**src/rtl/pattern_detect_pkg.sv**
```systemverilog
// Shared types and width helpers for the programmable serial pattern detector.
package pattern_detect_pkg;

  typedef enum logic [1:0] {
    IDLE,
    FILL,
    ARMED
  } state_e;

  // Width of the length field: it must hold every value from 0 to max_len.
  function automatic int len_width(input int max_len);
    return $clog2(max_len + 1);
  endfunction

  function automatic int clamp_len(input int len, input int max_len);
    return (len > max_len) ? max_len : len;
  endfunction

endpackage

```
**src/rtl/pattern_detect_cnt.sv**
```systemverilog
// Saturating match counter; a synchronous clear takes priority over an increment.
module pattern_detect_cnt #(
  parameter int CNT_W = 16
) (
  input  logic             clk,
  input  logic             reset,
  input  logic             clr_i,
  input  logic             inc_i,
  output logic [CNT_W-1:0] cnt_o
);

  logic [CNT_W-1:0] cnt_q, cnt_d;

  always_comb begin
    cnt_d = cnt_q;
    if (clr_i) begin
      cnt_d = '0;
    end else if (inc_i && (cnt_q != '1)) begin
      cnt_d = cnt_q + CNT_W'(1);
    end
  end

  always_ff @(posedge clk or posedge reset) begin
    if (reset) begin
      cnt_q <= '0;
    end else begin
      cnt_q <= cnt_d;
    end
  end

  assign cnt_o = cnt_q;

endmodule

```
**src/rtl/pattern_detect.sv**
```systemverilog
// Runtime-programmable serial pattern detector with overlap control.
// Define MATCH_CNT_EN to build the saturating match counter; otherwise match_cnt is tied to 0.
module pattern_detect
  import pattern_detect_pkg::*;
#(
  parameter int MAX_LEN = 8,
  parameter int CNT_W   = 16,
  parameter int LEN_W   = len_width(MAX_LEN)
) (
  input  logic               clk,
  input  logic               reset,
  input  logic               cfg_load,
  input  logic [MAX_LEN-1:0] cfg_pattern,
  input  logic [LEN_W-1:0]   cfg_len,
  input  logic               cfg_overlap,
  input  logic               din_valid,
  input  logic               din,
  input  logic               cnt_clr,
  output logic               match,
  output logic [CNT_W-1:0]   match_cnt
);

  state_e             state_q, state_d;
  logic [MAX_LEN-1:0] pat_q, pat_d;
  logic [LEN_W-1:0]   len_q, len_d;
  logic               ovl_q, ovl_d;
  logic [MAX_LEN-1:0] hist_q, hist_d;
  logic [LEN_W-1:0]   fill_q, fill_d;
  logic               match_q, match_d;

  logic [MAX_LEN-1:0] hist_shift;
  logic [MAX_LEN-1:0] len_mask;
  logic [LEN_W:0]     fill_inc;
  logic               fill_full;
  logic               pat_eq;

  // The oldest history bit falls off the end of the shift and is never compared.
  logic unused_hist_msb;
  assign unused_hist_msb = hist_q[MAX_LEN-1];

  assign hist_shift = {hist_q[MAX_LEN-2:0], din};

  // One extra bit so the increment cannot wrap when len_q sits at the top of its range.
  assign fill_inc  = {1'b0, fill_q} + {{LEN_W{1'b0}}, 1'b1};
  assign fill_full = fill_inc >= {1'b0, len_q};

  always_comb begin
    len_mask = '0;
    for (int i = 0; i < MAX_LEN; i++) begin
      len_mask[i] = (LEN_W'(i) < len_q);
    end
  end

  assign pat_eq = ((hist_shift ^ pat_q) & len_mask) == '0;

  always_comb begin
    // NOTE: every output of this block gets a default first, so no path leaves one unassigned and no latch is inferred.
    state_d = state_q;
    pat_d   = pat_q;
    len_d   = len_q;
    ovl_d   = ovl_q;
    hist_d  = hist_q;
    fill_d  = fill_q;
    match_d = 1'b0;

    if (cfg_load) begin
      // A bit arriving alongside cfg_load is dropped and never evaluated.
      pat_d   = cfg_pattern;
      len_d   = LEN_W'(clamp_len(int'(cfg_len), MAX_LEN));
      ovl_d   = cfg_overlap;
      hist_d  = '0;
      fill_d  = '0;
      state_d = (len_d == '0) ? IDLE : FILL;
    end else if (din_valid) begin
      unique case (state_q)
        IDLE: ;
        FILL, ARMED: begin
          hist_d = hist_shift;
          fill_d = fill_full ? len_q : fill_inc[LEN_W-1:0];
          if (fill_full) begin
            state_d = ARMED;
            if (pat_eq) begin
              match_d = 1'b1;
              if (!ovl_q) begin
                hist_d  = '0;
                fill_d  = '0;
                state_d = FILL;
              end
            end
          end
        end
        default: state_d = IDLE;
      endcase
    end
  end

  always_ff @(posedge clk or posedge reset) begin
    if (reset) begin
      state_q <= IDLE;
      pat_q   <= '0;
      len_q   <= '0;
      ovl_q   <= 1'b1;
      hist_q  <= '0;
      fill_q  <= '0;
      match_q <= 1'b0;
    end else begin
      // NOTE: non-blocking assignments let every register sample the pre-edge values, whatever the statement order.
      state_q <= state_d;
      pat_q   <= pat_d;
      len_q   <= len_d;
      ovl_q   <= ovl_d;
      hist_q  <= hist_d;
      fill_q  <= fill_d;
      match_q <= match_d;
    end
  end

  assign match = match_q;

`ifdef MATCH_CNT_EN
  pattern_detect_cnt #(
    .CNT_W(CNT_W)
  ) u_cnt (
    .clk  (clk),
    .reset(reset),
    .clr_i(cnt_clr),
    .inc_i(match_d),
    .cnt_o(match_cnt)
  );
`else
  logic unused_cnt_clr;
  assign unused_cnt_clr = cnt_clr;
  assign match_cnt      = '0;
`endif

endmodule

```
**config.mk**
```make
export PLATFORM = sky130hd
export DESIGN_NAME = pattern_detect
export DESIGN_NICKNAME = d
export VERILOG_FILES = /design/src/rtl/pattern_detect_pkg.sv /design/src/rtl/pattern_detect_cnt.sv /design/src/rtl/pattern_detect.sv
export SDC_FILE = /design/constraint.sdc
export NUM_CORES = 1
export LEC_CHECK = 0
export CORE_MARGIN = 1.5
export CORE_UTILIZATION = 39
export CTS_CLUSTER_SIZE = 24
export DETAILED_ROUTE_END_ITERATION = 8
export PLACE_DENSITY = 0.67
export SETUP_SLACK_MARGIN = 0.02
export SLEW_MARGIN = 5
export SYNTH_ARGS = -nofsm -noshare
export SYNTH_HDL_FRONTEND = slang
export SYNTH_HIERARCHICAL = 1
export SYNTH_SLANG_ARGS = --single-unit
```
**constraint.sdc**
```tcl
create_clock -name clk -period 1.9 [get_ports clk]
set_input_delay 0.57 -clock clk [delete_from_list [all_inputs] [get_ports clk]]
set_output_delay 0.57 -clock clk [all_outputs]
set_load 0.03 [all_outputs]
```
==> key figures <==
Worst setup path
  • Kind of critical path: reg -> reg
  • CP Capture Type: flop
  • Slowest cell delay on critical path: 0.43 ns
  • Type of origin of the critical path: flop
  • Slowest CP cell: dfrtp_1
  • Crit path cell chain: ha_4 > nand2b_4 > nand2_4 > ha_4 > o21ai_4 > buf_4 > o211ai_1 > a21o_1 > a31o_2
  • Most Frequent Cell on Critical Path: ha_4
  • R2r worst-path depth: 9
  • CP Max Fanout: 4
  • Critical Path AT: 2.19 ns
  • Required time worst endpoint: 2.08 ns

GRT
  • GRT Total Usage: 0.1945
  • First-pass GRT wire length: 6.465 mm
  • Initial antenna violation count: 0
  • Largest net degree at the start of global routing: 19
  • Vias in the first global route: 1354
  • Grt ovf: 0

CTS
  • TritonCTS Buffers: 3
  • Register clock-pin slew on the reported worst setup and hold paths: 0.10 ns
  • Skew-Pair Late Insertion Delay: 0.28 ns
  • CTS tree: yes
  • Maximum buffer depth of the clock tree: 2
  • Root buf cell: clkbuf_8
  • Clk sink count: 27
  • H-tree depth: 1
  • Post-CTS Hold Buffers: 0

Synthesis
  • Dominant combinational cell family by area after synthesis: compound AO/OA/AOI/OAI gates
  • Post-Synth Adder-Cell Area: 0.04831
  • Top_reg_cell synth: dfrtp_1
  • Most frequent cell after synthesis: dfrtp_1
  • Mapped Area: 0.001554 mm2
  • Leading area contributor after synthesis: dfrtp_1
  • Syn Area/Cell: 10.72 um2
  • Post-synth ARST share: 1.000
  • Area share of the largest cell type after synthesis: 0.4187
  • Register area share after synthesis: 0.4356
  • Syn Inst Count: 145
  • Mux share of post-synthesis cell area: 0.06522
  • Post-synthesis xor/xnor area fraction: 0.05072
  • Area contributors post-synth: dfrtp_1 (42%), buf_4 (7.7%), mux2_2 (6.5%)
  • Synth Area in Compound Gates: 0.2150
  • Ys Warns: 6
  • Synth cell count leaders: dfrtp_1 (26), buf_4 (16), nand2_1 (10), mux2_2 (9)
  • Simple-gate area share of the yosys netlist: 0.08132
  • Seq cells post-synth: 27
  • EDFF count, synth: 0
  • Netlist cell types: 38

Drt
  • DR DRC count: 0
  • Routed Antenna Nets: 0
  • Wire per inst: 16.01 um
  • Routed Wire Length: 3.810 mm
  • Vias post-DR: 1237
  • Drt first pass iters: 4
  • Vias per inst: 5.197
  • Initial DRC Count: 38

Finish
  • Area of the multi-input gates: 982.2 um2
  • Seq. cell area: 678.2 um2
  • Layout filler cell count: 319
  • Antenna cells: 0
  • Share of layout cells above drive strength 1: 0.3474
  • Nets: 216
  • P&R area growth vs syn: 41.39%

STA
  • Final setup TNS: -0.7565 ns
  • Post-route setup slack: -0.1077 ns
  • Hold Vio Cnt, Final: 0
  • Slew Limit Fails: 0
  • Clock skew: 0.007684 ns
  • Tcrit/Tclk final: 1.057
  • Final setup vio count: 13
  • Fmax achieved: 498.1 MHz
  • RSZ-0062 raised after global routing: true
  • Fin crit period: 2.008 ns

Placement
  • Post-place setup slack: -0.3443 ns
  • DP Wirelength: 2.640 mm
  • IO Port Bufs: 18
  • GP Congestion: 0.8527

Floorplanning
  • Cell row count: 22
  • Area of the die: 0.004373 mm2
  • Initial core utilization: 0.4151
  • Ports: 36
  • Die Wd: 66.13 um
  • Die H: 66.13 um
  • Core area: 0.003744 mm2

Outcome
  • Outcome: finished, violations left
  • Failing checks: setup timing

Min path
  • Hold Path Stages: 1
  • Hold WC Path Type: reg -> reg

Power and ir drop
  • Worst VDD drop: 539.1 uV
  • Total chip power: 1985 uW
  • PwrDens: 903.5 mW/mm2
  • Leak pwr: 0.0009471 uW

Run
  • Maxcap violations: 0
## power by group
group          switching, uW  internal, uW  total [uW]
Sequential              61.0           637         698
Clock                    190           148         338
Combinational            464           485         949
## layer usage
layer,vias to the layer above,routed length (um),global-route usage
li1,580,-,-
met1,606,1493,0.2127
met2,36,2044,0.3588
met3,15,137,0.04429
met4,0,135,0.07653
met5,-,0,0
## layout by cell type (no fill, tap or decap), types with 3 or more instances in the layout
cell,Yosys,routed
inv_1,7,7
dfrtp_1,26,25
ha_4,0,5
a221o_1,4,4
xnor2_1,8,7
conb_1,1,16
mux2_2,9,9
a21oi_1,3,3
clkdlybuf4s50_1,0,16
a22o_1,7,7
nand2b_4,0,3
nor2b_1,3,3
buf_4,16,24
o21ai_0,8,6
clkbuf_8,0,3
nand2_1,10,9
## kinds of logic after synthesis
| group | Yosys count |
|---|---|
| AND/OR/NAND/NOR | 26 |
| multiplexers | 9 |
| AO/OA/AOI/OAI | 41 |
| other | 1 |
| XOR/XNOR | 9 |
| buffers and inverters | 26 |
| flip-flops | 27 |
| adder cells (fa/ha/maj) | 6 |
## final timing paths
check	slack, ns	from	to
min in group asynchronous	0.57	reset	fill_q[1]
max in group asynchronous	0.88	reset	pat_q[1]
min reg2reg	0.53	pat_q[3]	pat_q[3]
max	-0.11	fill_q[0]	state_q[1]
min	0.53	pat_q[3]	pat_q[3]
max reg2reg	-0.11	fill_q[0]	state_q[1]
## sequential cells by signal, summed over array words and instances, names as in the netlist
| register | flops |
|---|---|
| hist_q | 7 |
| pat_q | 8 |
| len_q | 4 |
| ovl_q | 1 |
| fill_q | 4 |
| state_q | 2 |
| match | 1 |
## cell type report
type	count	area share
clock buffer	3	0.01879
clock inverter	1	0.002278
inverter	7	0.01196
multi-input combinational	107	0.4470
sequential	27	0.3087
tap	48	0.02733
timing repair buffer	45	0.1839
## critical path, delay by kind of cell (launching register included)
family | cells | cell delay, ns
buf+inv | 1 | 0.14
simple gates | 2 | 0.23
compound gates | 4 | 0.73
flops | 1 | 0.43
fa+ha+maj | 2 | 0.39
## through the flow
stage | utilization | instances | instance area, um2 | hold WS [ns]
2_1_floorplan | - | 160 | 1619 | 0.4948
3_3_place_gp | 0.5110 | 230 | 1913 | 0.5151
3_5_place_dp | 0.5110 | 230 | 1913 | 0.5214
4_1_cts | 0.5765 | 237 | 2158 | 0.5423
5_1_grt | 0.5869 | 238 | 2197 | 0.5672
6_report | 0.5869 | 238 | 2197 | 0.5327
## timing repair
action	in CTS	in global routing
endpoints found under the hold margin	0	0
pin swaps	17	6
setup buffers	3	1
resized for setup	27	6
cloned	0	0
endpoints found under the setup margin	13	15
No activity file was read; power rests on OpenSTA's default activity.
